--- config.mk ---
export PLATFORM = sky130hd
export DESIGN_NAME = bcd_updown_timer
export DESIGN_NICKNAME = d
export VERILOG_FILES = /design/src/rtl/bcd_updown_timer.sv
export SDC_FILE = /design/constraint.sdc
export NUM_CORES = 1
export LEC_CHECK = 0
export ABC_AREA = 1
export ABC_CLOCK_PERIOD_IN_PS = 4450
export BUFFER_PORTS_ARGS = -buffer_cell sky130_fd_sc_hd__buf_4
export CORE_MARGIN = 8
export CORE_UTILIZATION = 45
export CTS_BUF_LIST = sky130_fd_sc_hd__clkbuf_8
export DETAILED_ROUTE_END_ITERATION = 8
export HOLD_SLACK_MARGIN = 0.08
export PLACE_DENSITY_LB_ADDON = 0.15
export SYNTH_ARGS = -nofsm -noshare
export SYNTH_HDL_FRONTEND = slang
export SYNTH_SLANG_ARGS = --single-unit
--- constraint.sdc ---
create_clock -name clk -period 4.45 [get_ports clk]
set_input_delay 0.89 -clock clk [delete_from_list [all_inputs] [get_ports clk]]
set_output_delay 0.89 -clock clk [all_outputs]
set_load 0.05 [all_outputs]
--- src/rtl/bcd_updown_timer.sv ---
// N-digit BCD up/down timer with a prepare countdown, pause/resume,
// terminal detection, an LED bar and a multiplexed 7-segment driver.
// Everything runs on clk; the tick and scan strobes are clock enables.
//
// state  | meaning
// -------+---------------------------------------------------------
// IDLE   | count preset from dir, waiting for start
// PREP   | prepare countdown of PREP_TICKS ticks, LED bar blinking
// RUN    | counting one BCD step per tick
// PAUSE  | count frozen, waiting for resume or stop
// RESULT | count frozen, LED bar blinks four phases then stays lit
module bcd_updown_timer #(
   parameter int DIGITS      = 3,
   parameter int TICK_DIV    = 1000000,
   parameter int SCAN_DIV    = 100000,
   parameter int PREP_TICKS  = 300,
   parameter int BLINK_TICKS = 50
) (
   input  logic                  clk,
   input  logic                  rst_n,
   input  logic                  start_p,
   input  logic                  stop_p,
   input  logic                  pause_p,
   input  logic                  dir_p,
   output logic [DIGITS:0]       DIGIT,
   output logic [6:0]            DISPLAY,
   output logic [9:0]            led,
   output logic [4*DIGITS-1:0]   count_bcd,
   output logic [2:0]            state_o,
   output logic                  done
);

   localparam int CW  = 4*DIGITS;
   localparam int TW  = $clog2(TICK_DIV);
   localparam int SW  = $clog2(SCAN_DIV);
   localparam int PW  = $clog2(PREP_TICKS+1);
   localparam int BW  = $clog2(BLINK_TICKS+1);
   localparam int PSW = $clog2(DIGITS+1);

   localparam logic [TW-1:0]  TICK_LAST  = TW'(TICK_DIV-1);
   localparam logic [SW-1:0]  SCAN_LAST  = SW'(SCAN_DIV-1);
   localparam logic [PW-1:0]  PREP_LAST  = PW'(PREP_TICKS-1);
   localparam logic [BW-1:0]  BLINK_LAST = BW'(BLINK_TICKS-1);
   localparam logic [PSW-1:0] MODE_POS   = PSW'(DIGITS);
   localparam logic [CW-1:0]  ALL9       = {DIGITS{4'h9}};

   localparam logic [6:0] SEG_P     = 7'h0C;
   localparam logic [6:0] SEG_UP    = 7'h5C;
   localparam logic [6:0] SEG_DN    = 7'h63;
   localparam logic [6:0] SEG_DASH  = 7'h3F;
   localparam logic [6:0] SEG_BLANK = 7'h7F;

   typedef enum logic [2:0] {
      S_IDLE   = 3'd0,
      S_PREP   = 3'd1,
      S_RUN    = 3'd2,
      S_PAUSE  = 3'd3,
      S_RESULT = 3'd4
   } state_t;

   state_t           state, state_nxt;
   logic [TW-1:0]    tick_cnt;
   logic [SW-1:0]    scan_cnt;
   logic             tick, scan;
   logic [PW-1:0]    prep_cnt;
   logic [BW-1:0]    blink_cnt;
   logic             blink_on;
   logic [1:0]       blink_flips;
   logic             dir;
   logic [CW-1:0]    count;
   logic [PSW-1:0]   scan_pos;
   logic             at_term, enter_result;
   logic [3:0]       cur_digit;
   logic [9:0]       led_d;
   logic [6:0]       seg_d;
   logic [DIGITS:0]  digit_d;

   function automatic logic [6:0] seg7(input logic [3:0] d);
      case (d)
         4'd0:    seg7 = 7'h40;
         4'd1:    seg7 = 7'h79;
         4'd2:    seg7 = 7'h24;
         4'd3:    seg7 = 7'h30;
         4'd4:    seg7 = 7'h19;
         4'd5:    seg7 = 7'h12;
         4'd6:    seg7 = 7'h02;
         4'd7:    seg7 = 7'h78;
         4'd8:    seg7 = 7'h00;
         4'd9:    seg7 = 7'h10;
         default: seg7 = SEG_BLANK;
      endcase
   endfunction

   // one BCD step with ripple carry (up) or borrow (down) across all digits
   function automatic logic [CW-1:0] bcd_step(input logic [CW-1:0] v, input logic down);
      logic [CW-1:0] r;
      logic          c;
      logic [3:0]    d;
      r = v;
      c = 1'b1;
      for (int i = 0; i < DIGITS; i++) begin
         d = v[4*i +: 4];
         if (c) begin
            if (down) begin
               if (d == 4'd0) d = 4'd9;
               else begin d = d - 4'd1; c = 1'b0; end
            end else begin
               if (d == 4'd9) d = 4'd0;
               else begin d = d + 4'd1; c = 1'b0; end
            end
         end
         r[4*i +: 4] = d;
      end
      return r;
   endfunction

   assign tick         = (tick_cnt == TICK_LAST);
   assign scan         = (scan_cnt == SCAN_LAST);
   assign at_term      = dir ? (count == '0) : (count == ALL9);
   assign enter_result = (state_nxt == S_RESULT) && (state != S_RESULT);
   assign count_bcd    = count;
   assign state_o      = state;

   // free-running strobe dividers
   always_ff @(posedge clk or negedge rst_n) begin
      if (!rst_n) begin
         tick_cnt <= '0;
         scan_cnt <= '0;
      end else begin
         tick_cnt <= tick ? '0 : tick_cnt + 1'b1;
         scan_cnt <= scan ? '0 : scan_cnt + 1'b1;
      end
   end

   // state register
   always_ff @(posedge clk or negedge rst_n) begin
      if (!rst_n) state <= S_IDLE;
      else        state <= state_nxt;
   end

   // next-state logic; stop beats terminal beats pause
   always_comb begin
      state_nxt = state;
      case (state)
         S_IDLE:   if (start_p) state_nxt = S_PREP;
         S_PREP:   if (tick && prep_cnt == PREP_LAST) state_nxt = S_RUN;
         S_RUN: begin
            if (stop_p)                state_nxt = S_RESULT;
            else if (tick && at_term)  state_nxt = S_RESULT;
            else if (pause_p)          state_nxt = S_PAUSE;
         end
         S_PAUSE: begin
            if (stop_p)       state_nxt = S_RESULT;
            else if (pause_p) state_nxt = S_RUN;
         end
         S_RESULT: if (start_p) state_nxt = S_IDLE;
         default:  state_nxt = S_IDLE;
      endcase
   end

   // count and direction; a tick sharing a cycle with stop is dropped
   always_ff @(posedge clk or negedge rst_n) begin
      if (!rst_n) begin
         count <= '0;
         dir   <= 1'b0;
      end else begin
         case (state)
            S_IDLE: begin
               count <= dir ? ALL9 : '0;
               if (dir_p && !start_p) dir <= ~dir;
            end
            S_RUN: if (!stop_p && tick && !at_term) count <= bcd_step(count, dir);
            default: ;
         endcase
      end
   end

   // prep tick counter and LED blink phase; after three flips in RESULT the bar stays lit
   always_ff @(posedge clk or negedge rst_n) begin
      if (!rst_n) begin
         prep_cnt    <= '0;
         blink_cnt   <= '0;
         blink_on    <= 1'b0;
         blink_flips <= '0;
      end else begin
         if (state == S_IDLE)                    prep_cnt <= '0;
         else if (state == S_PREP && tick)       prep_cnt <= prep_cnt + 1'b1;

         if (state == S_IDLE || enter_result) begin
            blink_cnt   <= '0;
            blink_on    <= 1'b0;
            blink_flips <= '0;
         end else if (tick && (state == S_PREP || state == S_RESULT)) begin
            if (blink_cnt == BLINK_LAST) begin
               blink_cnt <= '0;
               if (state == S_PREP) begin
                  blink_on <= ~blink_on;
               end else if (blink_flips != 2'd3) begin
                  blink_on    <= ~blink_on;
                  blink_flips <= blink_flips + 2'd1;
               end
            end else begin
               blink_cnt <= blink_cnt + 1'b1;
            end
         end
      end
   end

   // scan position walks the count digits then the mode symbol
   always_ff @(posedge clk or negedge rst_n) begin
      if (!rst_n)    scan_pos <= '0;
      else if (scan) scan_pos <= (scan_pos == MODE_POS) ? '0 : scan_pos + 1'b1;
   end

   // output decode for LED bar, segments, anode select and done
   always_comb begin
      led_d     = 10'h3FF;
      seg_d     = SEG_BLANK;
      digit_d   = '1;
      cur_digit = 4'd0;
      for (int i = 0; i < DIGITS; i++)
         if (scan_pos == PSW'(i)) cur_digit = count[4*i +: 4];
      for (int i = 0; i <= DIGITS; i++)
         digit_d[i] = (scan_pos != PSW'(i));
      case (state)
         S_IDLE:            led_d = 10'h3FF;
         S_PREP, S_RESULT:  led_d = blink_on ? 10'h3FF : 10'h000;
         S_RUN, S_PAUSE:    led_d = 10'd1 << count[CW-1 -: 4];
         default:           led_d = 10'h3FF;
      endcase
      if (scan_pos == MODE_POS) begin
         if (state == S_PREP) seg_d = SEG_P;
         else                 seg_d = dir ? SEG_DN : SEG_UP;
      end else begin
         case (state)
            S_IDLE:                    seg_d = SEG_DASH;
            S_PREP:                    seg_d = SEG_BLANK;
            S_RUN, S_PAUSE, S_RESULT:  seg_d = seg7(cur_digit);
            default:                   seg_d = SEG_BLANK;
         endcase
      end
   end

   // registered outputs
   always_ff @(posedge clk or negedge rst_n) begin
      if (!rst_n) begin
         led     <= 10'h3FF;
         done    <= 1'b0;
         DIGIT   <= '1;
         DISPLAY <= SEG_BLANK;
      end else begin
         led     <= led_d;
         done    <= enter_result;
         DIGIT   <= digit_d;
         DISPLAY <= seg_d;
      end
   end

endmodule
==> results of run 1 <==
[area by class of cell]
type | instances | area, µm²
Multi-Input combinational cell | 458 | 2644
Clock buffer | 9 | 123.9
Fill cell | 1155 | 5868
Sequential cell | 95 | 2404
Timing Repair Buffer | 43 | 322.8
Inverter | 109 | 411.6
Tap cell | 147 | 183.9
Clock inverter | 7 | 53.80
[worst max-delay path, cell delays in order, from the launching register on]
cell     delay [ns]
dfrtp_1        0.43
inv_1          0.09
ha_1           0.21
inv_1          0.12
o21ai_0        0.57
inv_1          0.20
ha_1           0.25
nand2_1        0.10
nand3_1        0.08
nand3_1        0.06
o21ai_0        0.08
nand2_1        0.08
nand2_1        0.05
[power breakdown]
part | internal (mW) | switching [mW]
registers | 0.999 | 0.158
clock network | 0.208 | 0.330
logic | 0.316 | 0.698
total | 1.52 | 1.19
[cell usage in the layout, fill, tap and decap left out, types with 6 or more instances in the layout]
cell type / count
nand2_2: 6
dfrtp_1: 74
xor2_1: 15
o31ai_1: 8
inv_2: 10
inv_1: 97
nor3_1: 22
o211ai_1: 6
nor2_2: 14
nand3_1: 49
nand2_4: 6
a21oi_1: 32
nand2_1: 115
nand4_1: 14
nor2_1: 44
dfstp_2: 21
o21ai_0: 38
nor4_1: 7
buf_4: 43
clkbuf_8: 9
ha_1: 23
[per-layer routing]
layer,track usage (%),vias to the layer above,routed length (µm)
met2,25.22,102,5500
li1,-,2311,-
met3,4.776,21,794
met5,0,-,0
met1,20.91,2171,5812
met4,6.788,0,252
[logic make-up after synthesis]
group	synth area share, %
simple gates	26.31
compound gates	13.10
buf+inv	8.588
flops	43.53
fa+ha+maj	5.212
xor+xnor	2.855
mux	0.4079
[worst paths after layout]
check | start | end | slack [ns] | depth (start not counted)
max in group asynchronous | rst_n | DIGIT[3]$_DFF_PN1_ | 2.90 | 2
min | scan_cnt[0]$_DFF_PN0_ | scan_cnt[0]$_DFF_PN0_ | 0.46 | 1
max reg2reg | scan_pos[0]$_DFFE_PN0N_ | DISPLAY[6]$_DFF_PN1_ | 2.05 | 12
min in group asynchronous | rst_n | tick_cnt[12]$_DFF_PN0_ | 0.61 | 1
max | scan_pos[0]$_DFFE_PN0N_ | DISPLAY[6]$_DFF_PN1_ | 2.05 | 12
min reg2reg | scan_cnt[0]$_DFF_PN0_ | scan_cnt[0]$_DFF_PN0_ | 0.46 | 1
[stage by stage]
step,worst slack (ns),cells,utilization [%],cell area [µm²],total power [mW]
2_1_floorplan,2.237,670,-,5522,1.905
3_3_place_gp,2.142,852,49.67,5966,2.175
3_5_place_dp,2.101,852,49.67,5966,2.187
4_1_cts,2.065,868,51.15,6143,2.739
5_1_grt,1.736,868,51.15,6143,2.903
6_report,2.047,868,51.15,6143,2.708
[registers in the layout (all words and copies together) (netlist names)]
register and cells:
scan_cnt 17, prep_cnt 9, DISPLAY 7, count_bcd 12, blink_flips 2, state_o 3
blink_cnt 6, dir 1, blink_on 1, done 1, led 10, DIGIT 4
scan_pos 2, tick_cnt 20
==> flow_summary.toml, run 1 <==
[floorplan]
io_pins = 43
initial_core_util_pct = 45.97
dieHeight_um = 126.8
fp-row-count = 40
dieArea_um2 = 16070
die_w_um = 126.8
core_um2 = 12010

[global_routing]
grt_pass1_wl_um = 21360
grt_pass1_vias = 4495
grt_max_degree = 70
antenna_found_initial = 0
grt_use_total_pct = 16.31
overflow = 0

[synthesis]
ys_seq_area_share_pct = 43.53
synth_warnings = 0
avgSynthCellArea_um2 = 8.241
synth_top_cell_area_share_pct = 33.54
synthCells = 670
async_flop_share_pct = 100.0
yosys.cell_count.top_type = "nand2_1"
synth_top_cell_by_area = "dfrtp_1"
synth_flop_cell = "dfrtp_1"
syn_area_um2 = 5522
ys_ff_latch = 95
synth_edf_count = 0
synth_common_cells = "nand2_1 (115), inv_1 (97), dfrtp_1 (74)"
syn_nets = 699
synth.area.top_cells = "dfrtp_1 (34%), dfstp_2 (10%), nand2_1 (7.8%)"
synth_cell_types = 53

[route]
finalWirelength_um = 12360
drtIter0Drc = 349
via_per_inst = 5.305
dr.pass1.iters = 5
antenna_left = 0
wire_per_inst_um = 14.24
drc_errors = 0
vias = 4605

[layout]
area_growth_pct = 11.26
nets = 745
antenna_cells = 0
drive_above_1_share_pct = 18.86

[job]
drv_cap = 0

[worst_setup_path]
cp.required_ns = 4.77
cp_max_fo = 6
start_kind = "register"
crit_arrival_ns = 2.72
crit_type = "reg2reg"
crit_path_end_kind = "register"

[clock_network]
clock-root-buffer = "clkbuf_8"
clk_pin_slew_worst_paths_ns = 0.09
ctsHtreeMaxLevel = 3
cts_resized = 0
cts_setup_buffers = 0
numCtsBuffers = 9
cts_tree = "built"
hold_buffers = 0
clock_sinks = 95
clockBufferDepth = 2
clk_latency_ns = 0.40

[power]
powerDensity_nw_per_um2 = 440.8
peakVddDrop_mv = 0.2937
p_leak_nw = 2.939

[timing]
rsz0062_at_grt = "false"
finalSetupViolCount = 0
fin_tns_setup_ns = 0
hold_viol_final = 0
drv_slew = 0
worstMarginPinSlew_ns = 0.8577
post-route-period-util_pct = 54.00
clock.fmax_ghz = 0.4162
relSlewSlack_pct = 42.38
hold_ws_ns = 0.4606
fin_skew_ns = 0.01893
min_period_ns = 2.403

[placement]
gp_congestion = 0.9028
dp_hpwl_um = 9211
port_buffers = 42

[outcome]
status = "completed"

[worst_hold_path]
hold_path_class = "reg2reg"
Power figures use the tool's default switching activity.
==> inputs of run 2 (changes only) <==
ABC_CLOCK_PERIOD_IN_PS = 1990   (was 4450)
clock period = 1.99 ns   (was 4.45 ns; I/O delays follow)
==> run 2 against run 1 <==
Combinational power increased to 2.9 times the previous value. Global-route usage grew 0.78 points. Clock power grew to 2.5 times the previous value. Die area unchanged. Via count up 6.8%. Clock-buffer cell count rose by 1. Clock skew is 0.0016 ns lower. Fmax is 25% higher. Total power rose to 2.5 times the previous value. Largest cell class unchanged. Highest routed layer unchanged.
==> flow_summary.toml, run 2 (synthesis gave the netlist of run 1 again) <==
[outcome]
status = "completed"

[timing]
min_period_ns = 1.930
drv_slew = 0
clock.fmax_ghz = 0.5182
rsz0062_at_grt = "true"
hold_viol_final = 0
fin_skew_ns = 0.01731
worstMarginPinSlew_ns = 0.4539
finalSetupViolCount = 0
fin_ws_ns = 0.06011
relSlewSlack_pct = 69.51
fin_tns_setup_ns = 0
post-route-period-util_pct = 96.98

[layout]
fin_area_um2 = 6978
mostFrequentLayoutCells = "nand2_1 (111), buf_4 (109), inv_1 (87), dfrtp_1 (64), nand3_1 (48)"
antenna_cells = 0
fillers = 1095
largest_register_ffs = 20
top_register = "tick_cnt"
area_growth_pct = 26.38
nets = 816
drive_above_1_share_pct = 32.95
final_cells = 939
final_common_cell = "nand2_1"

[worst_setup_path]
cp_cell_sequence = "inv_2 > ha_2 > inv_2 > buf_4 > o21ai_4 > buf_4 > ha_2 > nand2_1 > nand2_1 > o2111ai_2 > nand2_1 > o21ai_2"
cp.required_ns = 2.29
crit_type = "reg2reg"
cp_slowest_cell = "dfrtp_2"
cp_max_fo = 5
crit_arrival_ns = 2.23
max_stage_delay_ns = 0.45
crit_path_end_kind = "register"
critPathMostFrequentCell = "nand2_1"
start_kind = "register"

[clock_network]
cts_tree = "built"
ctsHtreeMaxLevel = 3
clock_sinks = 95
numCtsBuffers = 9
clk_pin_slew_worst_paths_ns = 0.10
clockBufferDepth = 2
clock-root-buffer = "clkbuf_8"
clk_latency_ns = 0.38

[floorplan]
dieHeight_um = 126.8
core_um2 = 12010
initial_core_util_pct = 45.97
io_pins = 43
die_w_um = 126.8
fp-row-count = 40
dieArea_um2 = 16070

[placement]
gp_congestion = 0.8800
dpl_worst_slack_ns = -0.0001794
dp_hpwl_um = 10180
place_area_um2 = 6437
port_buffers = 42
dpl.cell_count = 907

[global_routing]
grt_pass1_wl_um = 22540
grt_max_degree = 46
grt_pass1_vias = 4833
grt_use_total_pct = 17.09
overflow = 0
antenna_found_initial = 0

[power]
power_mw = 6.843
p_leak_nw = 3.321
powerDensity_nw_per_um2 = 980.6
peakVddDrop_mv = 0.8812

[route]
antenna_left = 0
finalWirelength_um = 13620
via_per_inst = 5.237
vias = 4918
drtIter0Drc = 289
drc_errors = 0
wire_per_inst_um = 14.51
dr.pass1.iters = 4

[job]
drv_cap = 0

[worst_hold_path]
hold_path_class = "in2reg"
[run 2: layout make-up]
type                    instances  area [µm²]  area share (%)
clock inverters                 6       73.82           1.058
repair buffers                113       879.6           12.61
clock buffers                  10       137.6           1.972
multi-input cells             459        2863           41.03
well taps                     147       183.9           2.636
inverters                     109       421.7           6.043
flip-flops and latches         95        2419           34.66
[run 2: critical path: cells and delay by family (launching register included)]
family / cells / cell delay, ns
simple gates: 3 / 0.24
buf+inv: 4 / 0.48
flops: 1 / 0.45
compound gates: 3 / 0.34
fa+ha+maj: 2 / 0.36
[run 2: stage by stage]
stage	util (%)	hold slack [ns]
CTS	55.53	0.2872
floorplan	-	0.1024
finish	58.09	0.3053
global route	58.09	0.3023
detailed placement	53.59	0.3627
global placement	53.59	0.3618
[run 2: path summary, 6_finish.rpt]
| kind | depth (start not counted) | to | from | slack [ns] |
|---|---|---|---|---|
| setup / recovery | 12 | DISPLAY[4]$_DFF_PN1_ | scan_pos[0]$_DFFE_PN0N_ | 0.06 |
| hold / removal | 3 | state_o[0]$_DFF_PN0_ | start_p | 0.31 |
| setup reg to reg | 12 | DISPLAY[4]$_DFF_PN1_ | scan_pos[0]$_DFFE_PN0N_ | 0.06 |
| hold reg to reg | 1 | scan_cnt[0]$_DFF_PN0_ | scan_cnt[0]$_DFF_PN0_ | 0.47 |
| max in group asynchronous | 3 | DIGIT[1]$_DFF_PN1_ | rst_n | 0.80 |
| min in group asynchronous | 2 | tick_cnt[19]$_DFF_PN0_ | rst_n | 0.50 |
[run 2: what timing repair did]
| action | in CTS | in global routing |
|---|---|---|
| endpoints found under the setup margin | 5 | 41 |
| hold buffers | 1 | 0 |
| endpoints found under the hold margin | 20 | 0 |
| pin swaps | 0 | 27 |
| setup buffers | 0 | 14 |
| gates cloned | 0 | 1 |
| gates resized for setup | 3 | 52 |
[run 2: power breakdown]
part | internal [mW] | total [mW] | switching (mW) | leakage (nW)
clock network | 0.633 | 1.37 | 0.740 | 0.101
logic | 1.10 | 2.94 | 1.84 | 2.04
registers | 2.26 | 2.53 | 0.277 | 1.18
total | 3.99 | 6.84 | 2.85 | 3.32
[run 2: per-layer routing]
layer / share of wire [%] / global-route usage (%) / wire length (µm) / vias to the layer above
met5: 0 / 0 / 0 / -
met4: 2.2 / 7.488 / 293 / 0
met3: 3.0 / 3.100 / 410 / 23
met2: 52 / 29.37 / 7028 / 81
met1: 43 / 20.52 / 5890 / 2357
li1: - / - / - / 2457
==> inputs of run 3 (changes only) <==
ABC_CLOCK_PERIOD_IN_PS = 1900   (was 1990)
clock period = 1.9 ns   (was 1.99 ns; I/O delays follow)
==> run 3 against run 2 <==
Cell count rose by 0.96%. Clock skew fell by 0.0017 ns. Via count increased by 0.12%. Highest routed layer unchanged. Clock-buffer cell count grew 1. Fmax increased by 2.1%. Largest power group unchanged. Critical endpoint is now blink_flips[1]$_DFFE_PN0P_. Hold slack worse by 0.025 ns. Cell area up 2.8%.
==> flow_summary.toml, run 3 (synthesis gave the netlist of run 1 again) <==
[worst_setup_path]
rrSetupSlack_ns = 0.009
cp_slowest_cell = "dfrtp_2"
crit_type = "reg2reg"
path_buf_inv = 1
crit_path_end_kind = "register"
cp.required_ns = 2.19
cp_max_fo = 6
critPathMostFrequentCell = "nand2_1"
start_kind = "register"
max_stage_delay_ns = 0.43
critical_path.top_delay_family = "simple AND/OR/NAND/NOR gates"
crit_arrival_ns = 2.18
cp_cell_sequence = "inv_4 > ha_4 > nand2_4 > nor2_4 > nand2_1 > nand2_1 > nand2_2 > nor2_4 > nand3_4 > nand3_4 > nand2_8 > o21ai_4 > nand3_2 > nand2_1 > nand2_1"

[layout]
fin_util_pct = 59.71
fillers = 1054
multi_input_area_um2 = 2975
largest_register_ffs = 20
drive_above_1_share_pct = 37.33
seqCellArea_um2 = 2422
mostFrequentLayoutCells = "buf_4 (112), nand2_1 (100), inv_1 (85), dfrtp_1 (61), nand3_1 (44)"
final_common_cell = "buf_4"
area_growth_pct = 29.89
nets = 825
antenna_cells = 0
top_register = "tick_cnt"

[route]
wire_per_inst_um = 14.32
antenna_left = 0
dr.pass1.iters = 5
drtIter0Drc = 346
drc_errors = 0
finalWirelength_um = 13580
via_per_inst = 5.194
vias = 4924

[timing]
min_period_ns = 1.891
rsz0062_at_grt = "true"
clock.fmax_ghz = 0.5289
hold_viol_final = 0
relSlewSlack_pct = 73.01
fin_skew_ns = 0.01560
finalSetupViolCount = 0
worstMarginPinSlew_ns = 0.4017
drv_slew = 0
post-route-period-util_pct = 99.51

[global_routing]
antenna_found_initial = 0
grt_use_total_pct = 17.42
grt_pass1_vias = 4950
grt_max_degree = 44
grt_pass1_wl_um = 22940
overflow = 0

[floorplan]
dieArea_um2 = 16070
core_um2 = 12010
io_pins = 43
initial_core_util_pct = 45.97
fp-row-count = 40
die_w_um = 126.8
dieHeight_um = 126.8

[power]
peakVddDrop_mv = 0.4909
powerDensity_nw_per_um2 = 988.2
power_mw = 7.087
p_leak_nw = 3.394

[clock_network]
clock-root-buffer = "clkbuf_8"
clock_sinks = 95
clk_latency_ns = 0.39
cts_tree = "built"
clockBufferDepth = 2
ctsHtreeMaxLevel = 3
numCtsBuffers = 9
clk_pin_slew_worst_paths_ns = 0.10

[outcome]
status = "completed"

[placement]
dp_hpwl_um = 10050
port_buffers = 42
gp_congestion = 0.8306

[worst_hold_path]
hold_path_class = "in2reg"

[job]
drv_cap = 0
==> run 3: cell types whose count changed in the layout (fill, tap and decap cells not counted), sizes merged <==
cell      change
clkinvlp      -1
inv           -2
bufinv        -1
buf          +10
nand2         -1
clkinv        +3
clkbuf        +1
==> run 3: where the power goes <==
group	internal, mW	switching, mW	total [mW]	leakage, nW
clock network	0.534	0.727	1.26	0.0977
logic	1.21	1.98	3.20	2.12
registers	2.37	0.264	2.63	1.18
==> run 3: area by class of cell <==
class | instances | area share, %
Tap cell | 147 | 2.565
Multi-Input combinational cell | 458 | 41.49
Sequential cell | 95 | 33.78
Clock inverter | 5 | 0.3489
Clock buffer | 11 | 2.111
Timing Repair Buffer | 123 | 13.80
Inverter | 109 | 5.914
==> run 3: timing repair <==
item / 4_1_cts / 5_1_grt
pin swaps: 10 / 38
hold buffers: 1 / 0
endpoints found under the hold margin: 11 / 0
setup endpoints to repair: 12 / 46
gates resized for setup: 20 / 70
setup buffers: 2 / 11
==> run 3: routing by layer <==
layer  track usage, %  routed length, µm
met5                0                  0
met1            20.80               6117
met2            29.69               6680
met3            3.268                463
met4            8.397                314
==> run 3: tightest hold or removal path, cell delays in order <==
cell	delay, ns
buf_4	0.10
a22oi_1	0.07
nand2_1	0.07
==> run 3: path summary, 6_finish.rpt <==
kind	from	to	cells past startpoint
setup / recovery	count_bcd[9]$_DFFE_PN0P_	blink_flips[1]$_DFFE_PN0P_	15
hold / removal	start_p	state_o[0]$_DFF_PN0_	3
setup reg to reg	count_bcd[9]$_DFFE_PN0P_	blink_flips[1]$_DFFE_PN0P_	15
hold reg to reg	scan_cnt[0]$_DFF_PN0_	scan_cnt[0]$_DFF_PN0_	1
max in group asynchronous	rst_n	DISPLAY[4]$_DFF_PN1_	3
min in group asynchronous	rst_n	count_bcd[11]$_DFFE_PN0P_	2
==> run 3: metrics by stage <==
stage	setup TNS, ns	setup WS (ns)	instances	instance area [µm²]	hold WS [ns]
finish	0	0.009357	948	7172	0.2800
global route	-1.524	-0.1235	948	7172	0.2824
global placement	-0.05798	-0.04812	918	6570	0.3087
CTS	-0.01758	-0.01758	937	6845	0.2534
floorplan	-0.6304	-0.09886	670	5593	0.08441
detailed placement	-0.4108	-0.1101	918	6570	0.3100
